**src/rtl/conv_pkg.sv**
```systemverilog
// Shared constants, FSM encoding and tap address helper for the 3x3 window reader.
package conv_pkg;
    localparam int IMG_W    = 8;
    localparam int IMG_H    = 8;
    localparam int ADDR_W   = 6;
    localparam int DATA_W   = 8;
    localparam int W_W      = 8;
    localparam int NTAPS    = 9;
    localparam int POS_W    = 3;
    localparam int TAP_W    = 4;
    // 17-bit products summed nine times need four growth bits: 8+8+4 = 20.
    localparam int ACC_W    = DATA_W + W_W + $clog2(NTAPS);
    localparam int LAST_ROW = IMG_H - 3;
    localparam int LAST_COL = IMG_W - 3;

    typedef enum logic [2:0] {IDLE, READ, DRAIN, OUT, DONE} state_t;

    function automatic logic [ADDR_W-1:0] tap_addr(input logic [POS_W-1:0] row,
                                                   input logic [POS_W-1:0] col,
                                                   input logic [TAP_W-1:0] tap);
        int ky;
        int kx;
        ky = int'(tap) / 3;
        kx = int'(tap) % 3;
        return ADDR_W'((int'(row) + ky) * IMG_W + int'(col) + kx);
    endfunction
endpackage

```
**src/rtl/conv3x3_mac.sv**
```systemverilog
// Unsigned pixel x signed coefficient multiply-accumulate; result updates 1 cycle after en.
// No backpressure: clr/en are fully controlled by the caller.
module conv3x3_mac
    import conv_pkg::*;
(
    input  logic                    clk,
    input  logic                    rst_n,
    input  logic                    i_clr,
    input  logic                    i_en,
    input  logic [DATA_W-1:0]       i_pix,
    input  logic [W_W-1:0]          i_coef,
    output logic signed [ACC_W-1:0] o_acc
);
    logic signed [DATA_W+W_W:0] w_prod;

    assign w_prod = $signed({1'b0, i_pix}) * $signed(i_coef);

    always_ff @(posedge clk or negedge rst_n) begin
        if (!rst_n) begin
            o_acc <= '0;
        end else if (i_clr) begin
            o_acc <= '0;
        end else if (i_en) begin
            o_acc <= o_acc + ACC_W'(w_prod);
        end
    end
endmodule

```
**src/rtl/conv3x3_window_reader.sv**
```systemverilog
// Walks all 3x3 windows of the pixel RAM, 11 cycles/window, first result 11 cycles after start.
// Holds each result (and the RAM address) while out_ready is low; start is ignored while busy.
module conv3x3_window_reader
    import conv_pkg::*;
(
    input  logic                    clk,
    input  logic                    rst_n,
    input  logic                    start,
    input  logic [NTAPS*W_W-1:0]    kernel,
    output logic [ADDR_W-1:0]       ram_addr,
    output logic                    ram_wr,
    input  logic [DATA_W-1:0]       ram_dout,
    output logic signed [ACC_W-1:0] out_data,
    output logic [POS_W-1:0]        out_row,
    output logic [POS_W-1:0]        out_col,
    output logic                    out_valid,
    input  logic                    out_ready,
    output logic                    busy,
    output logic                    done
);
    state_t                        r_state;
    logic [NTAPS-1:0][W_W-1:0]     r_kernel;
    logic [POS_W-1:0]              r_row;
    logic [POS_W-1:0]              r_col;
    logic [TAP_W-1:0]              r_tap;
    logic [ADDR_W-1:0]             r_addr;
    logic                          r_valid;
    logic                          r_busy;
    logic                          r_done;

    logic                          w_last_col;
    logic                          w_last_win;
    logic [POS_W-1:0]              w_nxt_row;
    logic [POS_W-1:0]              w_nxt_col;
    logic                          w_clr;
    logic                          w_en;
    logic [TAP_W-1:0]              w_kidx;
    logic [W_W-1:0]                w_coef;
    logic signed [ACC_W-1:0]       w_acc;

    // RAM data lags the address by one cycle, so tap t's pixel meets k[t-1].
    always_comb begin
        w_last_col = (r_col == POS_W'(LAST_COL));
        w_last_win = w_last_col && (r_row == POS_W'(LAST_ROW));
        w_nxt_col  = w_last_col ? '0 : r_col + 1'b1;
        w_nxt_row  = w_last_col ? r_row + 1'b1 : r_row;
        w_clr      = (r_state == READ) && (r_tap == '0);
        w_en       = ((r_state == READ) && (r_tap != '0)) || (r_state == DRAIN);
        w_kidx     = ((r_state == READ) && (r_tap != '0)) ? r_tap - 1'b1 : TAP_W'(NTAPS - 1);
        w_coef     = r_kernel[w_kidx];
    end

    conv3x3_mac u_mac (
        .clk    (clk),
        .rst_n  (rst_n),
        .i_clr  (w_clr),
        .i_en   (w_en),
        .i_pix  (ram_dout),
        .i_coef (w_coef),
        .o_acc  (w_acc)
    );

    always_ff @(posedge clk or negedge rst_n) begin
        if (!rst_n) begin
            r_state  <= IDLE;
            r_kernel <= '0;
            r_row    <= '0;
            r_col    <= '0;
            r_tap    <= '0;
            r_addr   <= '0;
            r_valid  <= 1'b0;
            r_busy   <= 1'b0;
            r_done   <= 1'b0;
        end else begin
            case (r_state)
                IDLE: begin
                    if (start) begin
                        r_state  <= READ;
                        r_kernel <= kernel;
                        r_busy   <= 1'b1;
                        r_row    <= '0;
                        r_col    <= '0;
                        r_tap    <= '0;
                        r_addr   <= tap_addr('0, '0, '0);
                    end
                end
                READ: begin
                    if (r_tap == TAP_W'(NTAPS - 1)) begin
                        r_state <= DRAIN;
                    end else begin
                        r_tap  <= r_tap + 1'b1;
                        r_addr <= tap_addr(r_row, r_col, r_tap + 1'b1);
                    end
                end
                DRAIN: begin
                    r_state <= OUT;
                    r_valid <= 1'b1;
                end
                OUT: begin
                    if (out_ready) begin
                        r_valid <= 1'b0;
                        if (w_last_win) begin
                            r_state <= DONE;
                            r_done  <= 1'b1;
                        end else begin
                            r_state <= READ;
                            r_row   <= w_nxt_row;
                            r_col   <= w_nxt_col;
                            r_tap   <= '0;
                            r_addr  <= tap_addr(w_nxt_row, w_nxt_col, '0);
                        end
                    end
                end
                DONE: begin
                    r_state <= IDLE;
                    r_done  <= 1'b0;
                    r_busy  <= 1'b0;
                end
                default: r_state <= IDLE;
            endcase
        end
    end

    assign ram_addr  = r_addr;
    assign ram_wr    = 1'b0;
    assign out_data  = w_acc;
    assign out_row   = r_row;
    assign out_col   = r_col;
    assign out_valid = r_valid;
    assign busy      = r_busy;
    assign done      = r_done;
endmodule
```
**config.mk**
```make
export PLATFORM = sky130hd
export DESIGN_NAME = conv3x3_window_reader
export DESIGN_NICKNAME = d
export VERILOG_FILES = /design/src/rtl/conv_pkg.sv /design/src/rtl/conv3x3_mac.sv /design/src/rtl/conv3x3_window_reader.sv
export SDC_FILE = /design/constraint.sdc
export NUM_CORES = 1
export LEC_CHECK = 0
export CORE_ASPECT_RATIO = 1.1
export CORE_MARGIN = 5
export CORE_UTILIZATION = 45
export DETAILED_ROUTE_END_ITERATION = 7
export MAX_ROUTING_LAYER = met4
export PLACE_DENSITY = 0.7
export SYNTH_ARGS = -nofsm -noshare
export SYNTH_HDL_FRONTEND = slang
export SYNTH_HIERARCHICAL = 1
export SYNTH_SLANG_ARGS = --single-unit
```
**constraint.sdc**
```tcl
create_clock -name clk -period 6.6 [get_ports clk]
set_input_delay 1.98 -clock clk [delete_from_list [all_inputs] [get_ports clk]]
set_output_delay 1.98 -clock clk [all_outputs]
set_load 0.02 [all_outputs]
```
==> impl_results.md, run 1 <==
- Total gr overflow: 0
- Placed Instances: ~1300
- Cells after Synth: 921
- Synth warn: 6
- Worst Tran Pin Value: 1.03 ns
- DP HPWL: 17.1 mm
- DRC viols: 0
- Hold Violations, Final: 0
- CTS root buf: clkbuf_16
- Most frequent cells in the layout: clkdlybuf4s50_1, dfrtp_1, nand2_1
- Via count: 7188
- Core ar.: 19800 um2
- Syn avg cell area: 9.81 um2
- Post-synth EDFFs: 0
- Most common cell after layout, fill and taps aside: clkdlybuf4s50_1
- N_diodes: 0
- Number of DRC markers in iteration 0: roughly 380
- Total global routing track utilization: between 20% and 30%
- Ports: 120
- Cell Chain, Critical Path: clkdlybuf4s50_1, nand2b_1, fa_1, inv_1, fa_1, inv_1, fa_1, inv_1, fa_1, ha_1, ha_1, a21oi_2, o21ai_0, a221o_1, o211ai_1, o311ai_1
- Min-Delay Path Class: flop to flop
- Initial core utilization: 45.6%
- Final setup viols: 0
- Die Area: between 20000 and 25000 um2
- Vias in the first global route: between 7000 and 8000
- CP startpoint kind: input port
- Wirelength per Cell: between 15 and 20 um
- TritonRoute pass-1 iters: 5
- CTS Buf Count: 17
- H-tree depth: 4
- Finished Cell Area: 11500 um2
- Critical Path Most Common Cell: fa_1
- Slew HR: 31.4%
- Die height: 159 um
- Worst setup path category: input port to flop
- DP Area: 10800 um2
- Layout area overhead: 26.8%
- Critical Path RT: 6.89 ns
- CP max stage cell: clkdlybuf4s50_1
- Cell taking the most area after synthesis: dfrtp_1
- Status: completed
- PortBufs: 118
- Fillers: 1746
- FF+latch count, synth: 114
- Worst Path Arrival: approximately 6.7 ns
- Clock Path Buffers: 2
- Initial antenna violation count: 0
- Final GP Congestion: 0.867
- Top cells by area, synth: dfrtp_1, fa_1, ha_1, mux2_2, nand2_1
- Min cycle time layout: 6.38 ns
- Top cell type's share of synthesized area: between 30% and 40%
- Nets: 1286
- F_max: 0.157 GHz
- First-pass GRT wire length: 37.1 mm
- Share of cells above drive strength 1: 18.0%
- Post-route non-filler standard cell count: 1339
- TritonCTS clock tree: yes
- Final worst slack: 0.220 ns
- Pre-CTS WS: -0.252 ns
- Clk_skew: 0.00766 ns
- Main synth FF type: dfrtp_1
- Die Width: 145 um
- Period utilization: between 90% and 100%
- Asr flop ratio synth: between 90% and 100%
- Post-Syn Area: 9030 um2
- CP Max Fanout: 8
- Reg clk slew, reported paths: 0.06 ns
- Synth Net Count: 1133
- Register area share after synthesis: 31.6%
- Final core occ: 57.9%
- Critical path's largest stage delay: around 0.56 ns
- Largest net degree at the start of global routing: 79
- Sink Count: 114
- Total wire length: 22.6 mm
- Post-route ant nets: 0
- Final Max Tran Viols: 0
- CP endpoint kind: flop
- Num rows: between 50 and 60
- Max-Cap Viols: 0
- DR vias/cell: 5.37
- CTS Hold Bufs: 0
- Post-synthesis cell type count: between 70 and 80
- Worst-Skew Late Latency: 0.42 ns
## cells by family after synthesis
| logic type | Yosys count | synth area share, % |
|---|---|---|
| DFF | 114 | 31.6 |
| buffers and inverters | 129 | 5.86 |
| other | 1 | 0.0415 |
| muxes | 83 | 10.3 |
| and+or+nand+nor | 263 | 14.2 |
| xor gates and xnor gates | 22 | 2.13 |
| adders and majority gates | 128 | 22.1 |
| AOI/OAI and AO/OA | 181 | 13.7 |
## worst max-delay path, delay by kind of cell
family	cells	cell delay, ns
AOI/OAI and AO/OA	5	1.05
and+or+nand+nor	1	0.25
buffers and inverters	4	0.72
adders and majority gates	6	2.68
## worst paths after layout
path / startpoint / slack, ns / depth (start not counted) / endpoint
max in group asynchronous: rst_n / 3.83 / 2 / u_mac/o_acc[5]$_DFFE_PN0P_
min in group asynchronous: rst_n / 1.73 / 1 / r_kernel[61]$_DFFE_PN0P_
setup reg to reg: r_tap[0]$_DFFE_PN0P_ / 0.27 / 25 / u_mac/o_acc[19]$_DFFE_PN0P_
setup / recovery: ram_dout[4] / 0.22 / 16 / u_mac/o_acc[19]$_DFFE_PN0P_
hold / removal: ram_addr[2]$_DFFE_PN0P_ / 0.48 / 2 / ram_addr[2]$_DFFE_PN0P_
hold reg to reg: ram_addr[2]$_DFFE_PN0P_ / 0.48 / 2 / ram_addr[2]$_DFFE_PN0P_
## registers in the layout, summed over array words and instances (netlist names)
register / count
busy: 1
r_state: 3
out_col: 3
out_valid: 1
u_mac/o_acc: 20
out_row: 3
r_kernel: 72
done: 1
ram_addr: 6
r_tap: 4
## synth_stat cells (11+ instances only)
master	instances
a21o_1	12
mux2_2	74
and2_1	45
clkbuf_1	26
dfrtp_1	114
o21ai_0	35
a31oi_1	13
a211oi_1	21
nand2_1	107
nor2_1	46
a21oi_1	38
ha_1	75
fa_1	53
inv_1	86
nand2b_1	11
xnor2_1	20
## cell type report
cell class | count | area (um2) | share of cell area (%)
repair buffers | 176 | 1630 | 14.2
well taps | 252 | 315 | 2.75
multi-input cells | 678 | 5720 | 49.9
clock buffers | 17 | 425 | 3.71
inverters | 87 | 327 | 2.85
clock inverters | 15 | 189 | 1.65
flip-flops and latches | 114 | 2850 | 24.9
## routing by layer
| layer | up-vias | share of wire, % | track usage, % | wire length [um] |
|---|---|---|---|---|
| met1 | 3569 | 44 | 25.0 | 9940 |
| met3 | 22 | 2.9 | 3.62 | 649 |
| met4 | 0 | 1.3 | 4.89 | 286 |
| met2 | 118 | 52 | 35.3 | 11700 |
| met5 | - | 0 | - | 0 |
| li1 | 3479 | - | - | - |
## metrics by stage
stage | TNS (ns) | hold slack [ns]
floorplan | 0 | 0.473
global placement | -0.591 | 0.468
detailed placement | -1.44 | 0.470
CTS | 0 | 0.485
global route | -0.0223 | 0.524
finish | 0 | 0.482
## what timing repair did
item / CTS / global route
buffers inserted: 0 / 1
endpoints found under the setup margin: 3 / 12
pin swaps: 0 / 1
gates resized for setup: 1 / 12
Power of run 1 is not shown: default switching activity piles up to over one toggle a cycle in this logic, so the estimate is an artifact.
==> run 2: changes to the inputs <==
--- a/config.mk
+++ b/config.mk
@@ -9,6 +9,7 @@
 export CORE_MARGIN = 5
 export CORE_UTILIZATION = 45
 export DETAILED_ROUTE_END_ITERATION = 7
+export GPL_TIMING_DRIVEN = 0
 export MAX_ROUTING_LAYER = met4
 export PLACE_DENSITY = 0.7
 export SYNTH_ARGS = -nofsm -noshare
==> run 2 against run 1 <==
Setup slack got worse by 0.11 ns; wire length rose by 3.8%; core utilization rose by 1.2 points; clock-buffer cell count did not move; clock skew rose by 0.0040 ns; global-route usage rose by 0.30 points; design area rose by 2.1%; register-to-register slack got worse by 0.08 ns; critical path depth fell by 1; die area did not move; hold slack got worse by 0.0019 ns; sequential cell count did not move.
==> impl_results.md, run 2 (synthesized netlist as in run 1, its figures left out) <==
- Crit path capture: u_mac/o_acc[13]$_DFFE_PN0P_
- Post-route ant nets: 0
- CTS root buf: clkbuf_16
- Total gr overflow: 0
- Final setup viols: 0
- Max-Cap Viols: 0
- Worst setup path category: input port to flop
- Worst Path Arrival: approximately 6.8 ns
- CTS Buf Count: 17
- Clk_skew: approximately 0.012 ns
- PortBufs: 117
- Worst Tran Pin Value: 0.632 ns
- Reg-to-reg startpoint: r_tap[0]$_DFFE_PN0P_
- Sink Count: 114
- Top reg by flops: r_kernel
- Final GP Congestion: 0.896
- Num rows: 54
- Nets: 1293
- Share of cells above drive strength 1: between 20% and 30%
- Hold Violations, Final: 0
- Clock Path Buffers: 2
- Layout area overhead: 29.5%
- Initial core utilization: 45.6%
- TritonCTS clock tree: yes
- Total wire length: 23.4 mm
- Cell count of the worst reg-to-reg path: 25
- Vias in the first global route: 7500
- H-tree depth: 4
- Finished Cell Area: ~12000 um2
- First-pass GRT wire length: 37.3 mm
- Most frequent cells in the layout: dfrtp_1, clkdlybuf4s50_1, nand2_1
- Initial antenna violation count: 0
- Slew HR: around 58%
- Min cycle time layout: 6.49 ns
- Total global routing track utilization: 20.7%
- Max FFs per register: 72
- Critical Path RT: approximately 7 ns
- Wirelength per Cell: 17.4 um
- Period utilization: 98.3%
- Min-Delay Path Class: flop to flop
- Ports: 120
- CP startpoint kind: input port
- Final core occ: 59.1%
- Status: completed
- Final Max Tran Viols: 0
- Die Width: about 150 um
- R2R Path End: u_mac/o_acc[13]$_DFFE_PN0P_
- Worst-Skew Late Latency: roughly 0.42 ns
- Die height: 159 um
- Die Area: 23000 um2
- Final worst slack: 0.114 ns
- N_diodes: 0
- DRC viols: 0
- Number of DRC markers in iteration 0: 483
- CP endpoint kind: flop
- TritonRoute pass-1 iters: 5
- CP Max Fanout: 8
- Setup slack, reg-to-reg: 0.19 ns
- Pre-CTS WS: -1.14 ns
- Core ar.: approximately 20000 um2
- DP HPWL: 17.7 mm
- DR vias/cell: 5.47
- Reg clk slew, reported paths: 0.06 ns
- Via count: around 7400
- F_max: 0.154 GHz
- CP Launch Point: ram_dout[1]
- DP Area: 10600 um2
- Largest net degree at the start of global routing: 85
==> run 2: worst min-delay path by stage <==
stage	from	to	slack, ns	cells after the start
floorplan	r_kernel[17]$_DFFE_PN0P_	r_kernel[17]$_DFFE_PN0P_	0.47	1
global placement	ram_addr[2]$_DFFE_PN0P_	ram_addr[2]$_DFFE_PN0P_	0.47	2
detailed placement	ram_addr[2]$_DFFE_PN0P_	ram_addr[2]$_DFFE_PN0P_	0.47	2
CTS	ram_addr[2]$_DFFE_PN0P_	ram_addr[2]$_DFFE_PN0P_	0.49	2
global route	ram_addr[2]$_DFFE_PN0P_	ram_addr[2]$_DFFE_PN0P_	0.52	2
finish	ram_addr[2]$_DFFE_PN0P_	ram_addr[2]$_DFFE_PN0P_	0.48	2
==> run 2: layout make-up <==
cell class / count / area (um2)
Inverter: 87 / 332
Clock inverter: 15 / 161
Clock buffer: 17 / 425
Tap cell: 252 / 315
Multi-Input combinational cell: 678 / 5960
Timing Repair Buffer: 142 / 1390
Buffer: 41 / 264
Sequential cell: 114 / 2850
Fill cell: 1682 / 8100
==> run 2: repair_timing <==
action / 4_1_cts / 5_1_grt
hold buffers: 0 / 0
pin swaps: 11 / 14
resized for setup: 52 / 55
hold endpoints to repair: 0 / 0
buffers inserted: 13 / 11
endpoints found under the setup margin: 15 / 12
==> run 2: critical path: stages <==
cell and delay, ns:
clkdlybuf4s50_1 0.58, and2_1 0.25, fa_1 0.47, fa_1 0.55, inv_1 0.05, fa_1 0.48, inv_1 0.06, fa_1 0.46
fa_1 0.52, ha_4 0.32, o21ai_1 0.12, o21ai_2 0.23, a31oi_4 0.14, or4b_1 0.49, o311ai_1 0.11
==> run 2: per-stage QoR <==
step | hold slack, ns | setup TNS [ns] | cells
after floorplan | 0.473 | 0 | 921
after global placement | 0.466 | -127.86 | 1290
after detailed placement | 0.472 | -12.06 | 1291
after CTS | 0.487 | 0 | 1335
after global routing | 0.523 | -0.0123 | 1346
final | 0.480 | 0 | 1346
==> run 2: per-layer routing <==
layer	vias up	track usage, %	routed length (um)
li1	3507	-	-
met3	41	3.42	1000
met1	3629	25.4	10000
met5	-	-	0
met4	0	7.02	533
met2	190	35.0	11900
Power of run 2 is left out for the same reason.
